<file path="src/rtl/ddr3_req_queue_pkg.sv">
// Shared widths, DDR3 address-map positions and FIFO entry layouts for ddr3_req_queue.
package ddr3_req_queue_pkg;

  localparam int unsigned DATA_W       = 128;
  localparam int unsigned MASK_W       = 16;
  localparam int unsigned ID_W         = 16;
  localparam int unsigned BYTE_ADDR_W  = 32;
  localparam int unsigned ADDR_LSB     = 4;
  localparam int unsigned ADDR_FIELD_W = BYTE_ADDR_W - ADDR_LSB;

  localparam int unsigned BANK_LSB     = 11;
  localparam int unsigned BANK_W       = 3;
  localparam int unsigned ROW_LSB      = 14;
  localparam int unsigned ROW_W        = 14;
  localparam int unsigned COL_LSB      = 4;
  localparam int unsigned COL_BURST_W  = 7;
  localparam int unsigned COL_W        = 10;
  localparam int unsigned RANGE_LSB    = 28;
  localparam int unsigned RANGE_W      = 4;

  typedef struct packed {
    logic                    wr;
    logic [MASK_W-1:0]       mask;
    logic [ADDR_FIELD_W-1:0] addr;
    logic [DATA_W-1:0]       data;
    logic [ID_W-1:0]         id;
  } req_entry_t;

  typedef struct packed {
    logic [ID_W-1:0] id;
    logic            is_rd;
    logic            err;
  } trk_entry_t;

  localparam int unsigned REQ_ENTRY_W = $bits(req_entry_t);
  localparam int unsigned TRK_ENTRY_W = $bits(trk_entry_t);

  // Address field holds byte address bits [31:4]; helpers rebase the absolute positions.
  function automatic logic [BANK_W-1:0] addr_bank(input logic [ADDR_FIELD_W-1:0] a);
    return a[BANK_LSB-ADDR_LSB +: BANK_W];
  endfunction

  function automatic logic [ROW_W-1:0] addr_row(input logic [ADDR_FIELD_W-1:0] a);
    return a[ROW_LSB-ADDR_LSB +: ROW_W];
  endfunction

  // One BL8 x16 burst covers 16 bytes, so the low three column bits are always zero.
  function automatic logic [COL_W-1:0] addr_col(input logic [ADDR_FIELD_W-1:0] a);
    return {a[COL_LSB-ADDR_LSB +: COL_BURST_W], (COL_W-COL_BURST_W)'(0)};
  endfunction

endpackage

</file>
<file path="src/rtl/ddr3_req_queue_fifo.sv">
// Generic registered-pointer FIFO with first-word fall-through head and occupancy count.
module ddr3_req_queue_fifo #(
  parameter int unsigned WIDTH  = 8,
  parameter int unsigned DEPTH  = 4,
  parameter int unsigned ADDR_W = 2
) (
  input  logic              clk_i,
  input  logic              rst_i,
  input  logic              push,
  input  logic              pop,
  input  logic [WIDTH-1:0]  data_in,
  output logic [WIDTH-1:0]  data_out,
  output logic              accept,
  output logic              valid,
  output logic [ADDR_W:0]   count
);

  logic [WIDTH-1:0]  mem [DEPTH];
  logic [ADDR_W-1:0] wr_ptr;
  logic [ADDR_W-1:0] rd_ptr;
  logic              do_push;
  logic              do_pop;

  assign accept   = (count != (ADDR_W+1)'(DEPTH));
  assign valid    = (count != '0);
  assign do_push  = push & accept;
  assign do_pop   = pop & valid;
  assign data_out = mem[rd_ptr];

  // Pointers wrap naturally because DEPTH is a power of two.
  always_ff @(posedge clk_i or posedge rst_i) begin
    if (rst_i) begin
      wr_ptr <= '0;
      rd_ptr <= '0;
      count  <= '0;
    end else begin
      if (do_push) wr_ptr <= wr_ptr + ADDR_W'(1);
      if (do_pop)  rd_ptr <= rd_ptr + ADDR_W'(1);
      case ({do_push, do_pop})
        2'b10:   count <= count + (ADDR_W+1)'(1);
        2'b01:   count <= count - (ADDR_W+1)'(1);
        default: count <= count;
      endcase
    end
  end

  always_ff @(posedge clk_i) begin
    if (do_push) mem[wr_ptr] <= data_in;
  end

endmodule

</file>
<file path="src/rtl/ddr3_req_queue.sv">
// Buffers bridge RAM requests, issues DDR3 commands with read credit, returns in-order completions.
// Optional macro DDR3_REQ_QUEUE_RANGE_CHECK_EN: addresses with bits [31:28] != 0 complete with error.
module ddr3_req_queue
  import ddr3_req_queue_pkg::*;
#(
  parameter int unsigned DEPTH  = 4,
  parameter int unsigned ADDR_W = 2
) (
  input  logic                     clk_i,
  input  logic                     rst_i,
  input  logic [MASK_W-1:0]        inport_wr_i,
  input  logic                     inport_rd_i,
  input  logic [BYTE_ADDR_W-1:0]   inport_addr_i,
  input  logic [DATA_W-1:0]        inport_write_data_i,
  input  logic [ID_W-1:0]          inport_req_id_i,
  output logic                     inport_accept_o,
  output logic                     inport_ack_o,
  output logic                     inport_error_o,
  output logic [ID_W-1:0]          inport_resp_id_o,
  output logic [DATA_W-1:0]        inport_read_data_o,
  output logic                     cmd_valid_o,
  input  logic                     cmd_ready_i,
  output logic                     cmd_wr_o,
  output logic [MASK_W-1:0]        cmd_mask_o,
  output logic [BANK_W-1:0]        cmd_bank_o,
  output logic [ROW_W-1:0]         cmd_row_o,
  output logic [COL_W-1:0]         cmd_col_o,
  output logic [DATA_W-1:0]        cmd_wdata_o,
  input  logic                     rd_valid_i,
  input  logic [DATA_W-1:0]        rd_data_i
);

  localparam int unsigned CNT_W = ADDR_W + 1;
  localparam int unsigned SUM_W = ADDR_W + 2;

  req_entry_t        req_in, req_head;
  trk_entry_t        trk_in, trk_head;
  logic [DATA_W-1:0] rdq_head;
  logic              req_accept, req_valid, req_push, req_pop;
  logic              trk_accept, trk_valid;
  logic              rdq_accept, rdq_valid, rdq_pop;
  logic [CNT_W-1:0]  req_count, trk_count, rdq_count;
  logic [CNT_W-1:0]  rd_outstanding;
  logic              req_w, head_err, credit_ok, issue, err_drop;
  logic              rd_issue, rd_take, cpl_pop;
  logic              unused_sink;

  assign req_w           = inport_rd_i | (|inport_wr_i);
  assign req_push        = req_w & req_accept;
  assign inport_accept_o = req_accept & ~rst_i;

  assign req_in = '{wr:   |inport_wr_i,
                    mask: inport_wr_i,
                    addr: inport_addr_i[ADDR_LSB +: ADDR_FIELD_W],
                    data: inport_write_data_i,
                    id:   inport_req_id_i};

  ddr3_req_queue_fifo #(.WIDTH(REQ_ENTRY_W), .DEPTH(DEPTH), .ADDR_W(ADDR_W)) u_req_fifo (
    .clk_i(clk_i), .rst_i(rst_i), .push(req_push), .pop(req_pop),
    .data_in(req_in), .data_out(req_head),
    .accept(req_accept), .valid(req_valid), .count(req_count)
  );

`ifdef DDR3_REQ_QUEUE_RANGE_CHECK_EN
  assign head_err = |req_head.addr[RANGE_LSB-ADDR_LSB +: RANGE_W];
`else
  assign head_err = 1'b0;
`endif

  // Data already parked in the read FIFO still occupies credit until it completes.
  assign credit_ok   = ((SUM_W'(rd_outstanding) + SUM_W'(rdq_count)) < SUM_W'(DEPTH));
  assign cmd_valid_o = req_valid & trk_accept & ~head_err & (req_head.wr | credit_ok);
  assign issue       = cmd_valid_o & cmd_ready_i;
  assign err_drop    = req_valid & trk_accept & head_err;
  assign req_pop     = issue | err_drop;
  assign rd_issue    = issue & ~req_head.wr;

  assign trk_in = '{id: req_head.id, is_rd: ~req_head.wr & ~head_err, err: head_err};

  always_comb begin
    cmd_wr_o    = 1'b0;
    cmd_mask_o  = '0;
    cmd_bank_o  = '0;
    cmd_row_o   = '0;
    cmd_col_o   = '0;
    cmd_wdata_o = '0;
    if (cmd_valid_o) begin
      cmd_wr_o    = req_head.wr;
      cmd_mask_o  = req_head.mask;
      cmd_bank_o  = addr_bank(req_head.addr);
      cmd_row_o   = addr_row(req_head.addr);
      cmd_col_o   = addr_col(req_head.addr);
      cmd_wdata_o = req_head.data;
    end
  end

  ddr3_req_queue_fifo #(.WIDTH(TRK_ENTRY_W), .DEPTH(DEPTH), .ADDR_W(ADDR_W)) u_trk_fifo (
    .clk_i(clk_i), .rst_i(rst_i), .push(req_pop), .pop(cpl_pop),
    .data_in(trk_in), .data_out(trk_head),
    .accept(trk_accept), .valid(trk_valid), .count(trk_count)
  );

  // Stray read data with nothing outstanding is a core protocol violation and is dropped.
  assign rd_take = rd_valid_i & (rd_outstanding != '0);

  always_ff @(posedge clk_i or posedge rst_i) begin
    if (rst_i) begin
      rd_outstanding <= '0;
    end else begin
      case ({rd_issue, rd_take})
        2'b10:   rd_outstanding <= rd_outstanding + CNT_W'(1);
        2'b01:   rd_outstanding <= rd_outstanding - CNT_W'(1);
        default: rd_outstanding <= rd_outstanding;
      endcase
    end
  end

  ddr3_req_queue_fifo #(.WIDTH(DATA_W), .DEPTH(DEPTH), .ADDR_W(ADDR_W)) u_rdq_fifo (
    .clk_i(clk_i), .rst_i(rst_i), .push(rd_take), .pop(rdq_pop),
    .data_in(rd_data_i), .data_out(rdq_head),
    .accept(rdq_accept), .valid(rdq_valid), .count(rdq_count)
  );

  assign cpl_pop = trk_valid & (~trk_head.is_rd | rdq_valid);
  assign rdq_pop = cpl_pop & trk_head.is_rd;

  always_ff @(posedge clk_i or posedge rst_i) begin
    if (rst_i) begin
      inport_ack_o       <= 1'b0;
      inport_resp_id_o   <= '0;
      inport_read_data_o <= '0;
    end else begin
      inport_ack_o       <= cpl_pop;
      inport_resp_id_o   <= cpl_pop ? trk_head.id : '0;
      inport_read_data_o <= rdq_pop ? rdq_head : '0;
    end
  end

`ifdef DDR3_REQ_QUEUE_RANGE_CHECK_EN
  always_ff @(posedge clk_i or posedge rst_i) begin
    if (rst_i) inport_error_o <= 1'b0;
    else       inport_error_o <= cpl_pop & trk_head.err;
  end
`else
  assign inport_error_o = 1'b0;
`endif

  // Bits deliberately not consumed in every build configuration.
  assign unused_sink = ^{inport_addr_i[ADDR_LSB-1:0], req_head.addr[RANGE_LSB-ADDR_LSB +: RANGE_W],
                         trk_head.err, req_count, trk_count, rdq_accept};

endmodule

</file>
<file path="config.mk">
export PLATFORM = sky130hd
export DESIGN_NAME = ddr3_req_queue
export DESIGN_NICKNAME = d
export VERILOG_FILES = /design/src/rtl/ddr3_req_queue_pkg.sv /design/src/rtl/ddr3_req_queue_fifo.sv /design/src/rtl/ddr3_req_queue.sv
export SDC_FILE = /design/constraint.sdc
export NUM_CORES = 1
export LEC_CHECK = 0
export CAP_MARGIN = 20
export CELL_PAD_IN_SITES_DETAIL_PLACEMENT = 1
export CELL_PAD_IN_SITES_GLOBAL_PLACEMENT = 2
export CORE_MARGIN = 3
export CORE_UTILIZATION = 49
export CTS_BUF_LIST = sky130_fd_sc_hd__clkbuf_4
export DETAILED_ROUTE_END_ITERATION = 12
export HOLD_SLACK_MARGIN = 0.12
export PLACE_DENSITY_LB_ADDON = 0.1
export REMOVE_ABC_BUFFERS = 1
export SYNTH_ARGS = -nofsm -noshare
export SYNTH_HDL_FRONTEND = slang
export SYNTH_HIERARCHICAL = 1
export SYNTH_SLANG_ARGS = --single-unit
</file>
<file path="constraint.sdc">
create_clock -name clk_i -period 12.55 [get_ports clk_i]
set_input_delay 2.51 -clock clk_i [delete_from_list [all_inputs] [get_ports clk_i]]
set_output_delay 2.51 -clock clk_i [all_outputs]
set_load 0.1 [all_outputs]
</file>
# Word-level counts from Yosys, hierarchy flattened
# Memories as Yosys holds them, arrays and structs flattened.
# Index checks and enable logic that the tools add are counted.
# classes
n_reduce_logical,9
shift,0
n_mux,18
n_addsub,15
n_lt_le_gt_ge,1
bitwise,21
n_div,0
multipliers,0
eq_ne,11
# ops
op,count
$mux 128,2
$mux 16,2
$pmux 3 s2,4
$reduce_or 16->1,1
$and 1x1->1,15
$mux 14,1
$add 2x1->2 const B,6
$add 3x1->3 const B,4
$reduce_bool 3->1,4
$sub 3x1->3 const B,4
$mux 10,1
$ne 3x3->1 const B,3
$eq 2x1->1 const B,4
$eq 2x2->1 const B,4
$reduce_bool 2->1,4
$mux 1,7
$add 3x3->4,1
$lt 4x3->1 const B,1
$mux 3,1
$not 1->1,3
$or 1x1->1,3
# totals
output_inout_bits,320
mem_count,3
ramBits,1336
romBits,0
reg_bits,169
latchBits,0
input_bits,325
elab_cells,91
# memory_table
name,depth,word_bits,read_ports,rd_ports_with_merged_regs,wr,line_no,source
u_req_fifo.mem,4,189,1,0,1,ddr3_req_queue_fifo.sv:18,logic [WIDTH-1:0] mem [DEPTH];
u_rdq_fifo.mem,4,128,1,0,1,ddr3_req_queue_fifo.sv:18,
u_trk_fifo.mem,4,17,1,0,1,ddr3_req_queue_fifo.sv:18,

# Longest topological paths before layout
# Gate-level depths: netlist (run 1).
# logic_depth
ltp_word,8
ltp_mapped,15
ltp_nobuf,12

# Cells and area by module
# Netlist (run 1), hierarchy kept.
# modules_own_cells
module,area_per_inst_um2,seq_area_each_um2,cells_each,n_inst
ddr3_req_queue_fifo (u_req_fifo),27642.8,22876.9,1025,1
ddr3_req_queue_fifo (u_rdq_fifo),18903.1,15549.9,707,1
ddr3_req_queue,6120.9,3703.6,532,1
ddr3_req_queue_fifo (u_trk_fifo),3024.2,2337.2,132,1

# Least setup slack after synthesis (run 1)
# OpenSTA, ideal clock, no wires.
# synth_path
path_kind,input to output
startpoint,input rst_i
endpoint,output inport_accept_o
slack_ns,6.195
cell_stages,1
t_required_ns,10.040
n_path_buf,0
arrival_ns,3.845
path_cell_list,nor2b_1
# synth_between
elab_chain_cells,2
# synth_lines
item,line_no,source
"start, declared",ddr3_req_queue.sv:10,"input logic rst_i,"
$not 1->1,ddr3_req_queue.sv:50,assign inport_accept_o = req_accept & ~rst_i;
$and 1x1->1,ddr3_req_queue.sv:50,
"end, declared",ddr3_req_queue.sv:16,"output logic inport_accept_o,"
# Every way passes these cells.

==> run metrics, run 1 <==
CTS Buf Count just under 400; WP buf/inv 4; multi-input combinational cell area a little over 0.01 mm2; Post-Place Cell Area around 0.063 mm2; most frequent CP cell buf_4; M1 wire length between 40 and 50 mm; Tot GR Track Use about 22%; Post-Syn Instances between 2000 and 2500; HPWL Detailed 77.3 mm; Root Driver clkbuf_4; CTS tree yes; DR top layer met5; clk sinks 1489; critical path required time around 10 ns; Post-Route Setup TNS 0 ns; Placer Congestion 0.755; DRC violations left 0; DR pass1 iterations 5; Rows between 100 and 150; DR iter-0 viols roughly 1600; crit path DAT roughly 5.4 ns; Fillers between 9000 and 10000; Register Area ~0.044 mm2; Worst Clk Skew roughly 0.10 ns; worst-margin pin slew 1.28 ns; met3 wirelength from detailed routing around 12 mm; Clock Path Buffers 4; core area roughly 0.11 mm2; layout cells sized above 1 27.9%; warnings from Yosys 6; Die X-Extent 341 um; post-route ant nets 0; CTS resizes 0; IO Pins ~650; vias in the first global route approximately 30000; final instance area 0.0679 mm2; Max Slew Vio Count 0; H-tree depth 5; initial core utilization ~50%; Setup Fix Bufs, Post-CTS 0; initial antenna violation count 62; CP top delay family buffers and inverters; DP Cell Count around 4400; largest net degree at the start of global routing between 150 and 200; max cap viols 0; status completed; Tcrit/Tclk final between 60% and 70%; minimum clock period 7.89 ns; routed vias/inst 5.24; setup violators final 0; relative slew slack between 10 and 15%; Final nets between 3000 and 4000; CTS Hold Bufs 0; slowest CP cell clkdlybuf4s50_1; critical-path cell list buf_4 > buf_16 > buf_4 > mux4_2 > nor2b_1 > clkdlybuf4s50_1; post-synthesis cell area about 0.055 mm2; PortBufs 632; die height approximately 340 um; via count between 20000 and 30000; Setup crit end kind output port; routed wl met2 around 65 mm; CP startpoint kind register; Hold/Removal Path Class reg2reg; setup repair after global routing missed its margin false; clock slew at reported path FFs ~0.06 ns; CP peak stage delay around 1.1 ns; total grt overflow 0; f_max around 130 MHz; routed length per instance ~25 um; critical path class reg2out; syn avg cell area roughly 23 um2; Final Non-Filler Cells around 5000; crit path max fanout 37; first-pass GRT wire length slightly below 200 mm; final wirelength 129 mm; Final Hold Fails 0; Worst-Skew Late Latency approximately 1.2 ns; Area Growth Syn to Fin 23.5%; die area ~0.12 mm2
==> through the flow <==
| stage | setup slack, ns | hold slack (ns) | util (%) |
|---|---|---|---|
| finish | 4.66 | 0.536 | 61.2 |
| CTS | 4.07 | 0.539 | 61.0 |
| detailed placement | 5.45 | 0.522 | 56.7 |
| global route | 4.09 | 0.567 | 61.2 |
| global placement | 5.42 | 0.490 | 56.6 |
| floorplan | -1.88 | 0.467 | - |
==> cells in the final DEF, fill, tap and decap left out, drive strengths merged, types with 4 or more instances in the layout <==
master,instances
and2,148
and3,15
buf,31
clkbuf,588
clkdlybuf4s50,632
clkinv,85
clkinvlp,10
conb,4
dfrtp,169
diode,47
edfxtp,1320
fa,4
ha,18
inv,30
mux2i,4
mux4,330
nor2,4
nor2b,170
nor4,4
o31a,4
xnor2,10
xor2,11
==> cell type report <==
| class | count | area share (%) |
|---|---|---|
| Tap cell | 1488 | 2.74 |
| Multi-Input combinational cell | 745 | 15.3 |
| Clock buffer | 588 | 6.50 |
| Timing Repair Buffer | 663 | 9.87 |
| Clock inverter | 98 | 0.663 |
| Antenna cell | 47 | 0.173 |
| Inverter | 28 | 0.162 |
| Sequential cell | 1489 | 64.6 |
==> flip-flops by register name, indices dropped and copies added, names as in the netlist, 2 cells and up <==
register and flops:
u_req_fifo/rd_ptr 2, u_rdq_fifo/mem 512, u_rdq_fifo/count 3, u_trk_fifo/rd_ptr 2
u_req_fifo/mem 740, u_req_fifo/wr_ptr 2, u_rdq_fifo/wr_ptr 2, rd_outstanding 3
u_trk_fifo/count 3, inport_resp_id_o 16, u_trk_fifo/wr_ptr 2, inport_read_data_o 128
u_rdq_fifo/rd_ptr 2, u_req_fifo/count 3, u_trk_fifo/mem 68
==> per-layer routing <==
| layer | global-route usage [%] | vias up |
|---|---|---|
| li1 | - | 11700 |
| met1 | 27.2 | 14100 |
| met2 | 35.7 | 919 |
| met3 | 9.27 | 234 |
| met4 | 9.18 | 36 |
| met5 | 0 | - |
==> worst reg2reg max path, cell delays in order, from the launching register on <==
cell	delay, ns
dfrtp_4	1.04
mux4_2	0.50
and3_1	0.25
a31oi_4	0.17
buf_12	0.44
nor2b_1	0.31
and2_4	0.24
inv_1	0.06
ha_1	0.17
inv_1	0.07
fa_1	0.39
xor2_1	0.16
nor2_1	0.12
xor2_1	0.16
==> final timing paths <==
path	startpoint	endpoint	slack, ns	cells past startpoint
max	u_req_fifo/rd_ptr[0]	cmd_wdata_o[27]	4.66	6
max in group asynchronous	rst_i	inport_read_data_o[87]	9.05	4
max reg2reg	u_req_fifo/rd_ptr[1]	u_trk_fifo/count[2]	8.43	13
min reg2reg	u_req_fifo/count[2]	u_req_fifo/count[2]	0.54	1
min	u_req_fifo/count[2]	u_req_fifo/count[2]	0.54	1
min in group asynchronous	rst_i	inport_resp_id_o[14]	1.90	2
Power of run 1 is not shown: default switching activity piles up to over one toggle a cycle in this logic, so the estimate is an artifact.
==> run 2, diff against run 1 <==
--- a/config.mk
+++ b/config.mk
@@ -9,7 +9,7 @@
 export CELL_PAD_IN_SITES_DETAIL_PLACEMENT = 1
 export CELL_PAD_IN_SITES_GLOBAL_PLACEMENT = 2
 export CORE_MARGIN = 3
-export CORE_UTILIZATION = 49
+export CORE_UTILIZATION = 45
 export CTS_BUF_LIST = sky130_fd_sc_hd__clkbuf_4
 export DETAILED_ROUTE_END_ITERATION = 12
 export HOLD_SLACK_MARGIN = 0.12
==> constraint.sdc (replaced) <==
create_clock -name clk_i -period 7.6 [get_ports clk_i]
set_input_delay 1.52 -clock clk_i [delete_from_list [all_inputs] [get_ports clk_i]]
set_output_delay 1.52 -clock clk_i [all_outputs]
set_load 0.1 [all_outputs]
==> run 2 against run 1 <==
Global-route usage is 2.0 points lower. Worst setup slack lost 3.7 ns. Clock-buffer cell count is 2 lower. Hold slack got worse by 0.020 ns. Non-clock buffer count is 4 lower.
==> run metrics, run 2 (synthesis results as in run 1) <==
Final Non-Filler Cells about 5200; PortBufs around 630; Worst Clk Skew 0.0591 ns; Clock Path Buffers 4; Final Hold Fails 0; Setup Fix Bufs, Post-CTS 0; CP startpoint u_req_fifo/rd_ptr[0]; Max Slew Vio Count 0; max cap viols 0; largest register by flop count u_req_fifo/mem; via count around 27000; crit path max fanout approximately 170; clock slew at reported path FFs 0.06 ns; commonest non-fill, non-tap cells in the layout edfxtp_1 (1320), clkdlybuf4s50_1 (632), clkbuf_4 (586); DRC violations left 0; Tcrit/Tclk final between 80 and 90%; vias in the first global route between 20000 and 30000; DP Cell Count 4532; min-delay src u_trk_fifo/count[2]; Rows around 130; Worst-Skew Late Latency ~1.3 ns; final wirelength between 100 and 150 mm; total grt overflow 0; Placer Congestion just under 0.8; layout cells sized above 1 27.7%; HPWL Detailed roughly 74 mm; Die X-Extent roughly 360 um; relative slew slack a little over a fifth; die area approximately 0.13 mm2; IO Pins 645; initial antenna violation count 48; setup repair after global routing missed its margin false; Area Growth Syn to Fin 24.0%; CTS Buf Count between 300 and 400; DR pass1 iterations 4; largest net degree at the start of global routing around 170; critical path class reg2out; first-pass GRT wire length 190 mm; Post-Route Setup TNS 0 ns; routed vias/inst ~5.1; Hold/Removal Path Class reg2reg; crit path DAT around 5.2 ns; clk sinks 1489; CP startpoint kind register; CTS Hold Bufs 0; Tot GR Track Use between 20 and 25%; Setup crit end kind output port; post-route ant nets 0; Root Driver clkbuf_4; DR iter-0 viols approximately 1700; routed length per instance ~24 um; CTS tree yes; worst-case reg-to-reg path depth 12; cell depth of the worst hold path 1; critical path required time around 6.1 ns; minimum clock period ~6.7 ns; core area 0.121 mm2; initial core utilization around 46%; f_max 150 MHz; Final nets about 3700; status completed; H-tree depth 5; number of flip-flops in the largest register 740; worst-margin pin slew between 1 and 1.5 ns; most common cell after layout, fill and taps aside edfxtp_1; worst r2r src u_req_fifo/rd_ptr[0]; largest registers u_req_fifo/mem (740), u_rdq_fifo/mem (512), inport_read_data_o (128); die height between 300 and 400 um; CTS resizes 0; setup violators final 0
[run 2: cell count changes in the layout (fill, tap and decap cells not counted), sizes merged]
cell / delta
bufinv: +8
clkinv: -7
diode: -15
clkinvlp: -10
buf: -4
clkbuf: -2
[run 2: layer usage]
layer,vias up,share of wire (%),track usage (%)
li1,11700,-,-
met1,13800,38,24.2
met2,919,49,32.7
met3,282,9.7,9.12
met4,32,2.6,7.94
met5,-,0.17,0
[run 2: area by class of cell]
type	count	area, um2
Fill cell	10600	52400
Sequential cell	1489	43900
Multi-Input combinational cell	745	10400
Timing Repair Buffer	659	6740
Clock buffer	586	4400
Tap cell	1612	2020
Clock inverter	89	582
Inverter	28	110
Antenna cell	32	80.1
[run 2: worst max-delay path, stage by stage (launching register included)]
cell and delay [ns]:
dfrtp_4 0.80, mux4_2 0.60, and3_1 0.24, a31oi_4 0.24, buf_12 0.59, nor2b_1 0.19, clkdlybuf4s50_1 1.03
[run 2: final timing paths]
| check | to | slack, ns |
|---|---|---|
| min in group asynchronous | u_rdq_fifo/count[0] | 0.81 |
| min reg2reg | u_trk_fifo/count[2] | 0.52 |
| max | cmd_wdata_o[8] | 0.93 |
| max reg2reg | u_trk_fifo/count[2] | 4.20 |
| max in group asynchronous | inport_read_data_o[58] | 4.97 |
| min | u_trk_fifo/count[2] | 0.52 |
[run 2: stage by stage]
| step | cell area [um2] | hold WS (ns) | setup WS [ns] | util (%) |
|---|---|---|---|---|
| floorplan | 54300 | 0.467 | -5.84 | - |
| global placement | 63000 | 0.489 | 2.05 | 52.3 |
| detailed placement | 63100 | 0.506 | 2.04 | 52.3 |
| CTS | 68100 | 0.518 | 0.561 | 56.4 |
| global route | 68100 | 0.537 | 0.474 | 56.5 |
| finish | 68200 | 0.516 | 0.932 | 56.5 |
Power of run 2 is left out for the same reason.
==> run 3, diff against run 2 <==
--- a/config.mk
+++ b/config.mk
@@ -15,6 +15,7 @@
 export HOLD_SLACK_MARGIN = 0.12
 export PLACE_DENSITY_LB_ADDON = 0.1
 export REMOVE_ABC_BUFFERS = 1
+export SLEW_MARGIN = 20
 export SYNTH_ARGS = -nofsm -noshare
 export SYNTH_HDL_FRONTEND = slang
 export SYNTH_HIERARCHICAL = 1
==> run 3 against run 2 <==
Core utilization fell by 0.21 points. Via count fell by 0.15%. Fmax rose by 0.41%. Clock-buffer cell count fell by 6. First-iteration DRC count rose by 0.29%. Sequential cell count did not move. Register-to-register slack got worse by 0.04 ns. Cell count barely moved. Routed wire length rose by 0.30%. Global-route usage barely moved.
==> run metrics, run 3 (synthesis results as in run 1) <==
status completed; min-delay src u_req_fifo/count[2]; setup repair after global routing missed its margin false; critical path class reg2out; largest register by flop count u_req_fifo/mem; clock slew at reported path FFs roughly 0.060 ns; Clock Path Buffers 4; Rows between 100 and 150; core area approximately 0.12 mm2; final wirelength around 130 mm; worst-margin pin slew between 1 and 1.5 ns; Root Driver clkbuf_4; Worst-Skew Late Latency roughly 1.3 ns; DR pass1 iterations 5; Tcrit/Tclk final between 80 and 90%; DR top layer met5; post-route ant nets 0; Hold/Removal Path Class reg2reg; Worst Hold End u_req_fifo/count[2]; M1 wire length a little under 50 mm; crit path max fanout about 170; worst r2r src u_req_fifo/rd_ptr[0]; R2R setup slack between 4 and 5 ns; met3 wirelength from detailed routing ~12 mm; largest registers u_req_fifo/mem (740), u_rdq_fifo/mem (512), inport_read_data_o (128); DRC violations left 0; critical path required time 6.08 ns; total grt overflow 0; first-pass GRT wire length 190 mm; clk sinks between 1000 and 1500; f_max 151 MHz; worst-case reg-to-reg path depth 12; die area 0.126 mm2; CTS Buf Count 400; max cap viols 0; crit path DAT 5.12 ns; commonest non-fill, non-tap cells in the layout edfxtp_1 (1320), clkdlybuf4s50_1 (625), clkbuf_4 (580); CTS Hold Bufs 0; setup violators final 0; Setup WS post-layout about 0.96 ns; relative slew slack roughly a fifth; CP startpoint u_req_fifo/rd_ptr[0]; most common cell after layout, fill and taps aside edfxtp_1; CTS tree yes; layout cells sized above 1 between 20% and 30%; Final Hold Fails 0; Setup crit end kind output port; Worst Clk Skew 0.106 ns; routed length per instance between 20 and 25 um; Die X-Extent 356 um; PortBufs 632; CTS resizes 0; H-tree depth 5; minimum clock period 6.64 ns; CP startpoint kind register; Placer Congestion between 0.7 and 0.8; Area Growth Syn to Fin 23.5%; Fillers around 11000; Post-Place Cell Area 0.0630 mm2; post-place setup slack between 2 and 2.5 ns; Max Slew Vio Count 0; number of flip-flops in the largest register 740; HPWL Detailed around 74 mm; cell depth of the worst hold path 1; initial antenna violation count 48; Tot GR Track Use about a fifth; vias in the first global route approximately 30000; Final nets 3667; final instance area 0.0679 mm2; Hold Worst Slack about 0.52 ns; DR iter-0 viols around 1700; worst reg2reg endpoint u_trk_fifo/count[2]; Setup Fix Bufs, Post-CTS 0; routed wl met2 64.3 mm; die height approximately 360 um; largest net degree at the start of global routing about 170; initial core utilization 45.6%; routed vias/inst around 5.1; via count roughly 27000; IO Pins 645
run 3: worst max path at each step:
stage | end | cells past startpoint | slack, ns
after floorplan | cmd_bank_o[0] | 4 | -5.84
final | cmd_wdata_o[25] | 6 | 0.96
after global placement | cmd_wdata_o[8] | 6 | 2.05
after detailed placement | cmd_wdata_o[108] | 6 | 2.04
after CTS | cmd_wdata_o[108] | 6 | 0.65
after global routing | cmd_wdata_o[108] | 6 | 0.54
run 3: worst max-delay path, stage by stage, from the launching register on:
cell and delay [ns]:
dfrtp_4 0.82, mux4_2 0.60, and3_1 0.24, a31oi_4 0.23
buf_12 0.60, nor2b_1 0.21, clkdlybuf4s50_1 1.03
run 3: stage by stage:
| step | util (%) | TNS, ns | std cells |
|---|---|---|---|
| floorplan | - | -1341.54 | 2262 |
| global placement | 52.3 | 0 | 4530 |
| detailed placement | 52.3 | 0 | 4530 |
| CTS | 56.3 | 0 | 5210 |
| global route | 56.3 | 0 | 5220 |
| finish | 56.3 | 0 | 5238 |
run 3: per-layer routing:
metal | track usage [%] | vias up
met5 | 0 | -
li1 | - | 11700
met3 | 9.32 | 227
met1 | 23.9 | 13900
met4 | 7.34 | 34
met2 | 33.2 | 906
run 3: final cells by class:
cell class / instances / area, um2 / area share (%)
clock buffers: 580 / 4350 / 6.41
multi-input cells: 745 / 10400 / 15.3
flip-flops and latches: 1489 / 43900 / 64.6
well taps: 1612 / 2020 / 2.97
repair buffers: 656 / 6630 / 9.77
clock inverters: 100 / 480 / 0.707
inverters: 28 / 110 / 0.162
diodes: 28 / 70.1 / 0.103
Power of run 3 is left out for the same reason.
